<file path="src/rtl/jk_seq_pkg.sv">
// Shared types for the JK command sequencer: opcodes, FSM states and the queued command.
package jk_seq_pkg;

    // Widest run-length field a queued command can carry; the top zero-extends into it.
    localparam int CMD_LEN_W = 8;

    typedef enum logic [1:0] {
        OP_HOLD   = 2'b00,
        OP_RESET  = 2'b01,
        OP_SET    = 2'b10,
        OP_TOGGLE = 2'b11
    } op_t;

    typedef enum logic {
        ST_IDLE = 1'b0,
        ST_RUN  = 1'b1
    } state_t;

    typedef struct packed {
        op_t                  op;
        logic [CMD_LEN_W-1:0] len;
    } cmd_t;

endpackage

</file>
<file path="src/rtl/jk_seq_fifo.sv">
// DEPTH-entry synchronous command FIFO with async active-low reset and full/empty flags.
module jk_seq_fifo
    import jk_seq_pkg::*;
#(
    parameter int DEPTH = 4
) (
    input  logic clk,
    input  logic rst_n,
    input  logic push,
    input  logic pop,
    input  cmd_t din,
    output cmd_t dout,
    output logic full,
    output logic empty
);

    localparam int AW = $clog2(DEPTH);

    cmd_t        mem [DEPTH];
    logic [AW:0] wr_ptr;
    logic [AW:0] rd_ptr;

    // Extra pointer bit distinguishes full from empty when the indices match.
    assign empty = (wr_ptr == rd_ptr);
    assign full  = (wr_ptr[AW] != rd_ptr[AW]) && (wr_ptr[AW-1:0] == rd_ptr[AW-1:0]);
    assign dout  = mem[rd_ptr[AW-1:0]];

    always_ff @(posedge clk or negedge rst_n) begin
        if (!rst_n) begin
            wr_ptr <= '0;
            rd_ptr <= '0;
        end else begin
            if (push) wr_ptr <= wr_ptr + 1'b1;
            if (pop)  rd_ptr <= rd_ptr + 1'b1;
        end
    end

    always_ff @(posedge clk) begin
        if (push) mem[wr_ptr[AW-1:0]] <= din;
    end

endmodule

</file>
<file path="src/rtl/jk_cmd_sequencer.sv">
// Queues HOLD/RESET/SET/TOGGLE commands and replays each as registered J/K levels for len clocks.
// Define JK_SEQ_CHECK_EN to add the q_fb/mismatch ports and the flip-flop Q model.
module jk_cmd_sequencer
    import jk_seq_pkg::*;
#(
    parameter int DEPTH = 4,
    parameter int CNT_W = 4
) (
    input  logic             clk,
    input  logic             asyncReset_n,
    input  logic             cmd_valid,
    output logic             cmd_ready,
    input  logic [1:0]       cmd_op,
    input  logic [CNT_W-1:0] cmd_len,
    output logic             J,
    output logic             K,
    output logic             busy,
    output logic             done
`ifdef JK_SEQ_CHECK_EN
    ,
    input  logic             q_fb,
    output logic             mismatch
`endif
);

    state_t           state;
    logic [CNT_W-1:0] rem;
    cmd_t             push_cmd;
    cmd_t             head;
    logic             fifo_full;
    logic             fifo_empty;
    logic             push;
    logic             pop;
    logic             head_live;
    logic             last_cycle;

    assign push_cmd.op  = op_t'(cmd_op);
    assign push_cmd.len = (CMD_LEN_W)'(cmd_len);

    assign cmd_ready  = !fifo_full;
    assign push       = cmd_valid && !fifo_full;
    // rem==0 in RUN only while skipping zero-length heads.
    assign last_cycle = (state == ST_IDLE) || (rem <= 1);
    assign pop        = !fifo_empty && last_cycle;
    assign head_live  = (head.len != '0);
    assign busy       = (state == ST_RUN) || !fifo_empty;

    jk_seq_fifo #(.DEPTH(DEPTH)) u_fifo (
        .clk   (clk),
        .rst_n (asyncReset_n),
        .push  (push),
        .pop   (pop),
        .din   (push_cmd),
        .dout  (head),
        .full  (fifo_full),
        .empty (fifo_empty)
    );

    always_ff @(posedge clk or negedge asyncReset_n) begin
        if (!asyncReset_n) begin
            state <= ST_IDLE;
            rem   <= '0;
            J     <= 1'b0;
            K     <= 1'b0;
            done  <= 1'b0;
        end else begin
            done <= 1'b0;
            case (state)
                ST_IDLE: begin
                    if (!fifo_empty && head_live) begin
                        state  <= ST_RUN;
                        {J, K} <= head.op;
                        rem    <= head.len[CNT_W-1:0];
                    end
                end
                ST_RUN: begin
                    if (rem > 1) begin
                        rem <= rem - 1'b1;
                    end else if (!fifo_empty) begin
                        if (head_live) begin
                            {J, K} <= head.op;
                            rem    <= head.len[CNT_W-1:0];
                        end else begin
                            {J, K} <= 2'b00;
                            rem    <= '0;
                        end
                    end else begin
                        {J, K} <= 2'b00;
                        rem    <= '0;
                        state  <= ST_IDLE;
                        done   <= 1'b1;
                    end
                end
                default: state <= ST_IDLE;
            endcase
        end
    end

`ifdef JK_SEQ_CHECK_EN
    logic exp_q;

    // Mirrors the JK stage: both sides see the same J/K at the same edge.
    always_ff @(posedge clk or negedge asyncReset_n) begin
        if (!asyncReset_n) begin
            exp_q    <= 1'b0;
            mismatch <= 1'b0;
        end else begin
            case ({J, K})
                2'b01:   exp_q <= 1'b0;
                2'b10:   exp_q <= 1'b1;
                2'b11:   exp_q <= ~exp_q;
                default: exp_q <= exp_q;
            endcase
            if (q_fb != exp_q) mismatch <= 1'b1;
        end
    end
`endif

endmodule

</file>
<file path="config.mk">
export PLATFORM = sky130hd
export DESIGN_NAME = jk_cmd_sequencer
export DESIGN_NICKNAME = d
export VERILOG_FILES = /design/src/rtl/jk_seq_pkg.sv /design/src/rtl/jk_seq_fifo.sv /design/src/rtl/jk_cmd_sequencer.sv
export SDC_FILE = /design/constraint.sdc
export NUM_CORES = 1
export LEC_CHECK = 0
export ABC_CLOCK_PERIOD_IN_PS = 2650
export CORE_MARGIN = 2
export CORE_UTILIZATION = 42
export CTS_BUF_LIST = sky130_fd_sc_hd__clkbuf_16
export DETAILED_ROUTE_END_ITERATION = 6
export GPL_TIMING_DRIVEN = 1
export PLACE_DENSITY = 0.71
export SETUP_SLACK_MARGIN = 0.02
export SLEW_MARGIN = 20
export SYNTH_ARGS = -nofsm -noshare
export SYNTH_HDL_FRONTEND = slang
export SYNTH_SLANG_ARGS = --single-unit
export TNS_END_PERCENT = 30
</file>
<file path="constraint.sdc">
create_clock -name clk -period 2.65 [get_ports clk]
set_input_delay 0.53 -clock clk [delete_from_list [all_inputs] [get_ports clk]]
set_output_delay 0.53 -clock clk [all_outputs]
set_load 0.005 [all_outputs]
</file>
==> impl_metrics.py <==
metrics = {
    "logic_synthesis": {
        "synth_fp_nets": 134,
        "seq_area_frac_synth_pct": 61.0,
        "syn_inst": 118,
        "synthArstFlopShare_pct": 36.8,
        "synth.distinct_cells": 35,
        "synthesis.area_um2": 1760,
        "synth_top_flop_cell": "edfxtp_1",
        "avgSynthCellArea_um2": 14.9,
        "synth-seq-cells": 38,
        "synth-edff-count": 24,
        "ys_warn_count": 0,
    },
    "job": {
        "drv_cap": 0,
    },
    "clock_network": {
        "cts_resized": 0,
        "holdBufCountCts": 0,
        "cts_setup_buffers": 0,
        "path_clk_slew_ns": 0.05,
        "h-tree-depth": 2,
        "clock-root-buffer": "clkbuf_16",
        "worst_skew_pair.late_latency_ns": 0.28,
        "cts_sinks": 38,
        "clock_path_buffers": 2,
        "cts_tree": "done",
        "cts_made_buffers": 5,
    },
    "floorplan": {
        "rows": 23,
        "core_um2": 4000,
        "die-area_um2": 4720,
        "start_util_pct": 43.9,
        "die_h_um": 68.7,
        "die-width_um": 68.7,
        "num_io_pins": 14,
    },
    "cells_and_area": {
        "finalNetCount": 152,
        "drive_above_1_share_pct": 15.3,
        "fin_util_pct": 53.5,
        "final_common_cell": "edfxtp_1",
        "area_growth_pct": 21.7,
        "antenna_cells": 0,
        "layout_common_cells": "edfxtp_1 (24), dfrtp_1 (14), clkdlybuf4s50_1 (13), inv_1 (11), nand3_1 (9)",
        "nFillCells": 318,
    },
    "timing": {
        "finalCritPeriodShare_pct": 91.3,
        "drv_slew": 0,
        "setup_viol": 0,
        "slew_headroom_pct": 58.0,
        "setup_tns_ns": 0,
        "post-route-min-period_ns": 2.42,
        "fmax_mhz": 413,
        "finalHoldViolCount": 0,
        "tightest_slew_ns": 0.628,
        "clock_skew_ns": 0.00518,
        "rsz0062_at_grt": "no",
    },
    "setup_path": {
        "cp_max_fo": 9,
        "endpoint_kind": "output port",
        "cp.required_ns": 2.12,
        "cp_cell_sequence": "xnor2_2 -> and3b_2 -> nand2_1 -> clkdlybuf4s50_1",
        "timing.rr.end": "u_fifo.mem[3][0]",
        "worstSetupEndpoint": "busy",
        "rr_worst_depth": 3,
        "cp-start-kind": "register",
        "rr_startpoint": "u_fifo.rd_ptr[1]",
        "r2r_slack_ns": 0.61,
        "critPathSlowestCell": "dfrtp_1",
        "cp.arrival_ns": 1.89,
        "crit_start": "u_fifo.rd_ptr[1]",
        "max_stage_delay_ns": 0.51,
        "worstSetupPathType": "register to output port",
    },
    "pwr": {
        "peakVddDrop_mv": 0.561,
        "finalPower_uw": 2690,
        "power_leakage_uw": 0.000815,
        "p_per_area_nw_per_um2": 1260,
    },
    "global_routing": {
        "grt-ovfl-total": 0,
        "grt_pass1_vias": 1044,
        "grt_pass1_wl_um": 4900,
        "grt_max_degree": 15,
        "track_usage_pct": 14.9,
        "antenna_found_initial": 0,
    },
    "hold_path": {
        "min_path_type": "register to register",
        "holdCritStartpoint": "u_fifo.wr_ptr[2]",
    },
    "detailed_routing": {
        "num_vias": 1016,
        "wl_um": 2960,
        "drtPass1Iterations": 4,
        "wl_per_cell_um": 15.8,
        "antenna_left": 0,
        "detail_route.vias_per_cell": 5.43,
        "drcViolationCount": 0,
        "initialDrtViolationCount": 36,
    },
    "run_status": {
        "outcome": "finished, final reports clean",
    },
    "placement": {
        "port_buffers": 13,
        "gp_congestion": 0.714,
        "hpwl_um": 2110,
    },
}
==> layout make-up <==
cell class	count	area (um^2)	share of cell area (%)
flip-flops and latches	38	1070	50.1
multi-input cells	65	629	29.4
repair buffers	15	145	6.79
clock buffers	5	125	5.85
clock inverters	3	63.8	2.98
well taps	50	62.6	2.93
inverters	11	41.3	1.93
==> worst min-delay path by stage <==
stage / to / slack, ns / cells after the start
6_report: u_fifo.wr_ptr[2] / 0.49 / 1
5_1_grt: u_fifo.wr_ptr[2] / 0.51 / 1
4_1_cts: u_fifo.wr_ptr[2] / 0.49 / 1
3_5_place_dp: u_fifo.wr_ptr[2] / 0.48 / 1
3_3_place_gp: u_fifo.rd_ptr[2] / 0.48 / 1
2_1_floorplan: J / 0.23 / 0
==> sequential cells by signal, summed over array words and instances (netlist names) <==
name	flops
u_fifo.mem	24
rem	4
u_fifo.rd_ptr	3
u_fifo.wr_ptr	3
J	1
K	1
done	1
state	1
==> routing by layer <==
| layer | vias up | GRT usage (%) | wire, um |
|---|---|---|---|
| met1 | 512 | 18.0 | 1340 |
| met3 | 2 | 3.41 | 91 |
| met5 | - | 0 | 0 |
| met4 | 0 | 7.50 | 12 |
| met2 | 20 | 24.9 | 1520 |
| li1 | 482 | - | - |
==> cell families (layout without fill, tap and decap cells) <==
kind of cell | Yosys count | count (layout) | synth area share, %
adder cells (fa/ha/maj) | 7 | 7 | 4.99
AND/OR/NAND/NOR | 28 | 28 | 9.40
AO/OA/AOI/OAI | 16 | 16 | 8.48
XOR/XNOR | 7 | 7 | 3.49
buffers and inverters | 15 | 34 | 3.70
flip-flops | 38 | 38 | 61.0
multiplexers | 7 | 7 | 8.97
==> Yosys cell counts (2+ instances only) <==
library cell  count  area share (%)
xnor2_1           5             2.5
o211ai_1          3             1.3
xor2_1            2             1.0
nand3_1           9             2.6
a2111o_1          2             1.3
ha_1              7             5.0
nor3_1            2            0.57
mux4_2            3             3.8
inv_1            11             2.4
o311ai_2          2             1.9
nand2_1           5             1.1
mux4_1            3             4.5
nor2_1            2            0.43
clkbuf_1          2            0.43
edfxtp_1         24              41
and2_1            4             1.4
dfrtp_1          14              20
==> where the power goes <==
group | switching (uW) | internal [uW] | total (uW)
Clock | 215 | 535 | 750
Sequential | 135 | 828 | 964
Combinational | 511 | 467 | 979
==> per-stage QoR <==
step / hold WS (ns) / cells / area [um^2] / setup WS [ns]
5_1_grt: 0.515 / 187 / 2140 / 0.0884
3_5_place_dp: 0.484 / 179 / 1940 / 0.357
4_1_cts: 0.491 / 187 / 2130 / 0.0659
6_report: 0.490 / 187 / 2140 / 0.231
3_3_place_gp: 0.482 / 179 / 1940 / 0.411
2_1_floorplan: 0.234 / 118 / 1760 / 0.842
==> worst max-delay path: cells and delay by family (launching register included) <==
kind / cells / cell delay (ns)
XOR/XNOR: 1 / 0.27
flip-flops: 1 / 0.51
buffers and inverters: 1 / 0.44
AND/OR/NAND/NOR: 2 / 0.39
Power figures use the tool's default switching activity.
